## config.mk

```make
export PLATFORM = sky130hd
export DESIGN_NAME = uart_rx
export DESIGN_NICKNAME = d
export VERILOG_FILES = /design/src/rtl/uart_pkg.sv /design/src/rtl/bit_synchronizer.sv /design/src/rtl/uart_rx.sv
export SDC_FILE = /design/constraint.sdc
export NUM_CORES = 1
export LEC_CHECK = 0
export CAP_MARGIN = 10
export CELL_PAD_IN_SITES_DETAIL_PLACEMENT = 0
export CELL_PAD_IN_SITES_GLOBAL_PLACEMENT = 2
export CORE_ASPECT_RATIO = 1.4
export CORE_MARGIN = 2
export CORE_UTILIZATION = 41
export CTS_BUF_LIST = sky130_fd_sc_hd__clkbuf_4 sky130_fd_sc_hd__clkbuf_8 sky130_fd_sc_hd__clkbuf_16
export DETAILED_ROUTE_END_ITERATION = 8
export GPL_ROUTABILITY_DRIVEN = 0
export HOLD_SLACK_MARGIN = 0.03
export PLACE_DENSITY = 0.94
export SYNTH_ARGS = -nofsm -noshare
export SYNTH_HDL_FRONTEND = slang
export SYNTH_SLANG_ARGS = --single-unit
```

## constraint.sdc

```tcl
create_clock -name clk -period 3.7 [get_ports clk]
set_clock_uncertainty 0.15 [all_clocks]
set_input_delay 0.74 -clock clk [delete_from_list [all_inputs] [get_ports clk]]
set_output_delay 0.74 -clock clk [all_outputs]
set_load 0.05 [all_outputs]
```

## src/rtl/uart_pkg.sv

```systemverilog
// -----------------------------------------------------------------------------
// uart_pkg
// Shared UART definitions used by the receiver (and the transmitter side).
//   UART_DATA_BITS : payload bits per frame (8N1 framing)
//   rx_state_t     : receiver FSM states
// -----------------------------------------------------------------------------
package uart_pkg;

    localparam int UART_DATA_BITS = 8;

    typedef enum logic [1:0] {
        IDLE  = 2'd0,
        START = 2'd1,
        DATA  = 2'd2,
        STOP  = 2'd3
    } rx_state_t;

endpackage : uart_pkg

```

## src/rtl/bit_synchronizer.sv

```systemverilog
// -----------------------------------------------------------------------------
// bit_synchronizer
// Multi-flop synchronizer that brings a single asynchronous bit into the clk
// domain. Reusable for any asynchronous control input.
//   clk       : destination clock
//   rst       : asynchronous active-high reset; all stages go to RESET_VALUE
//   i_async   : asynchronous input bit
//   o_sync    : synchronized output (last stage)
// STAGES must be at least 2.
// -----------------------------------------------------------------------------
module bit_synchronizer #(
    parameter int   STAGES      = 2,
    parameter logic RESET_VALUE = 1'b1
) (
    input  logic clk,
    input  logic rst,
    input  logic i_async,
    output logic o_sync
);

    logic [STAGES-1:0] r_stage;

    always_ff @(posedge clk or posedge rst) begin
        if (rst) begin
            r_stage <= {STAGES{RESET_VALUE}};
        end else begin
            r_stage <= {r_stage[STAGES-2:0], i_async};
        end
    end

    assign o_sync = r_stage[STAGES-1];

endmodule : bit_synchronizer

```

## src/rtl/uart_rx.sv

```systemverilog
// -----------------------------------------------------------------------------
// uart_rx
// 8N1 UART receiver. Oversamples the serial line with an internal counter at
// CLKS_PER_BIT clocks per bit, samples each bit near its centre, and reports
// each received byte as a one-cycle valid pulse. A low stop bit produces a
// one-cycle framing_error pulse instead and leaves data untouched.
//   clk           : system clock, rising edge
//   rst           : asynchronous active-high reset
//   rx            : serial line, asynchronous to clk, idles high
//   data          : last correctly received byte
//   valid         : one-cycle pulse, data carries the new byte in that cycle
//   framing_error : one-cycle pulse when the stop bit samples low
// CLKS_PER_BIT must be even and >= 4.
// -----------------------------------------------------------------------------
module uart_rx
    import uart_pkg::*;
#(
    parameter int CLKS_PER_BIT = 16
) (
    input  logic       clk,
    input  logic       rst,
    input  logic       rx,
    output logic [7:0] data,
    output logic       valid,
    output logic       framing_error
);

    localparam int HALF = CLKS_PER_BIT / 2;
    localparam int CW   = $clog2(CLKS_PER_BIT);

    localparam logic [CW-1:0] CNT_HALF = CW'(HALF - 1);
    localparam logic [CW-1:0] CNT_LAST = CW'(CLKS_PER_BIT - 1);
    localparam logic [2:0]    IDX_LAST = 3'(UART_DATA_BITS - 1);

    logic                      w_rx_s;
    logic                      r_rx_d;
    rx_state_t                 r_state;
    logic [CW-1:0]             r_cnt;
    logic [2:0]                r_idx;
    logic [UART_DATA_BITS-1:0] r_shift;
    logic                      r_armed;
    logic [UART_DATA_BITS-1:0] r_data;
    logic                      r_valid;
    logic                      r_ferr;

    bit_synchronizer #(
        .STAGES      (2),
        .RESET_VALUE (1'b1)
    ) u_rx_sync (
        .clk     (clk),
        .rst     (rst),
        .i_async (rx),
        .o_sync  (w_rx_s)
    );

    always_ff @(posedge clk or posedge rst) begin
        if (rst) begin
            r_rx_d  <= 1'b1;
            r_state <= IDLE;
            r_cnt   <= '0;
            r_idx   <= '0;
            r_shift <= '0;
            r_armed <= 1'b0;
            r_data  <= '0;
            r_valid <= 1'b0;
            r_ferr  <= 1'b0;
        end else begin
            // Output strobes are single-cycle by construction.
            r_valid <= 1'b0;
            r_ferr  <= 1'b0;
            r_rx_d  <= w_rx_s;

            case (r_state)
                IDLE: begin
                    // Only a line that has been seen high can start a frame;
                    // this keeps a held-low break from retriggering.
                    if (w_rx_s) begin
                        r_armed <= 1'b1;
                    end
                    if (r_armed && r_rx_d && !w_rx_s) begin
                        r_state <= START;
                        r_cnt   <= '0;
                    end
                end

                START: begin
                    if (r_cnt == CNT_HALF) begin
                        if (!w_rx_s) begin
                            r_state <= DATA;
                            r_cnt   <= '0;
                            r_idx   <= '0;
                        end else begin
                            // Line went back high before mid-bit: glitch.
                            r_state <= IDLE;
                        end
                    end else begin
                        r_cnt <= r_cnt + CW'(1);
                    end
                end

                DATA: begin
                    if (r_cnt == CNT_LAST) begin
                        r_cnt          <= '0;
                        r_shift[r_idx] <= w_rx_s;
                        if (r_idx == IDX_LAST) begin
                            r_state <= STOP;
                        end else begin
                            r_idx <= r_idx + 3'd1;
                        end
                    end else begin
                        r_cnt <= r_cnt + CW'(1);
                    end
                end

                STOP: begin
                    if (r_cnt == CNT_LAST) begin
                        if (w_rx_s) begin
                            r_data  <= r_shift;
                            r_valid <= 1'b1;
                        end else begin
                            r_ferr <= 1'b1;
                        end
                        // Leave at mid-stop so a back-to-back start edge is
                        // caught; re-arm only if the line is already high.
                        r_armed <= w_rx_s;
                        r_cnt   <= '0;
                        r_state <= IDLE;
                    end else begin
                        r_cnt <= r_cnt + CW'(1);
                    end
                end

                default: begin
                    r_state <= IDLE;
                end
            endcase
        end
    end

    assign data          = r_data;
    assign valid         = r_valid;
    assign framing_error = r_ferr;

endmodule : uart_rx
```

==> results.ini <==
[run_status]
status = complete, no violations

[cts]
clockRootBuffer = clkbuf_8
clock_sinks = 31
cts_tree = built
path_clk_slew_ns = 0.07
clk_latency_ns = 0.28
htreeDepth = 2
ctsHoldBuffers = 0
numCtsBuffers = 5
post_cts_resized = 0
post_cts_buffers = 0
clockBufferDepth = 2

[global_routing]
grt_pass1_wl_mm = 4.46
gr-total-overflow = 0
antenna_found_initial = 0
grt_max_degree = 32
first_global_vias = 964
track_usage_pct = 15.9

[yosys]
synth_cells = 116
yosysSeqAreaShare_pct = 55.3
syn-num-nets = 122
yosysUniqueCellTypes = 33
synth_top_area_share_pct = 49.7
synth_edf_count = 0
yosys_most_used_dff = dfrtp_1
yosysTopAreaCell = dfrtp_1
ys_async_sr_fraction_pct = 100
avgSynthCellArea_um2 = 12.1
ys_seq_elements = 31
synth_area_um2 = 1410
yosys_warnings = 0
synth_common_cells = dfrtp_1 (28), mux2_2 (17), nand2_1 (8), nor2_1 (8), o21ai_0 (5)
ys_top_cells_by_area = dfrtp_1 (50%), mux2_2 (14%), dfstp_2 (5.6%), ha_1 (2.7%), nand2_1 (2.1%)
yosysMostFrequentCell = dfrtp_1

[setup_path]
critPathTopFamily = buffers and inverters
end_kind = output pin
path_cells = clkdlybuf4s50_1
cp_max_fo = 2
rr_endpoint = r_idx[0]
worstSetupPathDepth = 1
crit_slowest_cell = clkdlybuf4s50_1
crit_type = reg2out
slowest_delay_ns = 0.82
worst_setup_path_start_kind = flip-flop
r2r-start = r_idx[0]
cp_data_required_time_ns = 2.81
critPathCapture = data[0]
reg2reg_slack_ns = 1.52
worstPathArrival_ns = 1.44
ff2ff_path_depth = 5
path_buf_inv = 1
critPathLaunch = data[0]

[power_and_ir_drop]
p_per_area_nw_per_um2 = 599
p_leak_uw = 0.000766
peakVddDrop_v = 0.000321

[sta]
setup_viol = 0
rsz0062_at_grt = no
final_hold_viol_count = 0
min_period_ns = 2.33
whs_ns = 0.214
setup_tns_ns = 0
fmaxAchievable_mhz = 429
post-route-period-util_pct = 62.9
relSlewSlack_pct = 56.5
tightest_slew_ns = 0.648
finalMaxSlewViolations = 0

[cells_and_area]
area.growth.synth_to_final_pct = 17.5
utilization_pct = 49.5
layout-drive-gt1-share_pct = 26.7
num-nets-final = 136
diodes = 0

[route]
vias = 944
drc = 0
via_per_inst = 5.52
drtIter0Drc = 12
dr.pass1.iters = 5
postRouteAntennaNets = 0
wire_per_inst_um = 15.3
totalWireLength_mm = 2.62

[floorplanning]
die_height_um = 73.4
die_area_um2 = 3930
fp.coreArea_um2 = 3350
ios = 13
die_w_um = 53.5
start_util_pct = 42.1
rows = 25

[hold_path]
min_path_type = reg2reg

[place]
port_buffers = 12
dpl.hpwl_mm = 1.80

[job]
maxCapViolations = 0

==> stage by stage <==
step           std cells  total power, uW  setup WS, ns  cell area (um^2)
4_1_cts              171              999          1.36              1660
3_3_place_gp         163              649          1.56              1540
6_report             171              991          1.37              1660
3_5_place_dp         163              654          1.53              1540
2_1_floorplan        116              637          1.86              1410
5_1_grt              171             1050          1.31              1660
==> worst min-delay path by stage <==
stage	start	to	slack [ns]	cells after the start
final	u_rx_sync.r_stage[0]	u_rx_sync.r_stage[1]	0.21	0
after global placement	u_rx_sync.r_stage[0]	u_rx_sync.r_stage[1]	0.20	0
after global routing	u_rx_sync.r_stage[0]	u_rx_sync.r_stage[1]	0.22	0
after CTS	u_rx_sync.r_stage[0]	u_rx_sync.r_stage[1]	0.22	0
after floorplan	u_rx_sync.r_stage[0]	u_rx_sync.r_stage[1]	0.20	0
after detailed placement	u_rx_sync.r_stage[0]	u_rx_sync.r_stage[1]	0.21	0
==> power breakdown <==
group	switching (uW)	leakage [uW]	internal [uW]
combinational	106	0.000302	85.5
clock	124	0.0000612	218
sequential	76.1	0.000403	382
total	306	0.000766	686
==> metal layers <==
metal,track usage (%),routed length [um],vias up
met5,0,0,-
met4,7.69,48,0
met3,4.07,103,8
met2,27.2,1410,26
met1,17.9,1060,467
li1,-,-,443
==> flip-flops by register name (all words and copies together) (netlist names), named ones only <==
signal,cells
data,8
framing_error,1
r_armed,1
r_cnt,4
r_idx,3
r_rx_d,1
r_shift,8
r_state,1
u_rx_sync.r_stage,2
valid,1
==> cell usage in the layout (no fill, tap or decap), types with 2 or more instances in the layout <==
master,n
xor2_1,2
dfrtp_1,28
nor2_1,8
o22ai_1,2
mux2_2,17
o21ai_0,5
nor3_1,2
nand2_1,8
inv_1,3
clkdlybuf4s50_1,12
nand4_1,3
nand4b_1,3
clkbuf_8,6
a21oi_1,3
nand3_1,4
ha_1,3
a22o_1,3
dfstp_2,3
==> cells by family (layout without fill, tap and decap cells) <==
family / after synthesis / count (layout) / synth area share, %
flip-flops: 31 / 31 / 55.3
AND/OR/NAND/NOR: 37 / 37 / 15.0
adder cells (fa/ha/maj): 3 / 3 / 2.66
buffers and inverters: 10 / 25 / 4.53
multiplexers: 17 / 17 / 13.6
XOR/XNOR: 2 / 2 / 1.24
AO/OA/AOI/OAI: 16 / 16 / 7.64
==> area by class of cell <==
type / count / area, um^2
clock buffers: 6 / 82.6
clock inverters: 2 / 35.0
fillers: 295 / 1690
inverters: 4 / 15.0
multi-input cells: 75 / 566
flip-flops and latches: 31 / 779
well taps: 40 / 50.0
repair buffers: 13 / 128
(Power assumes the default switching activity.)
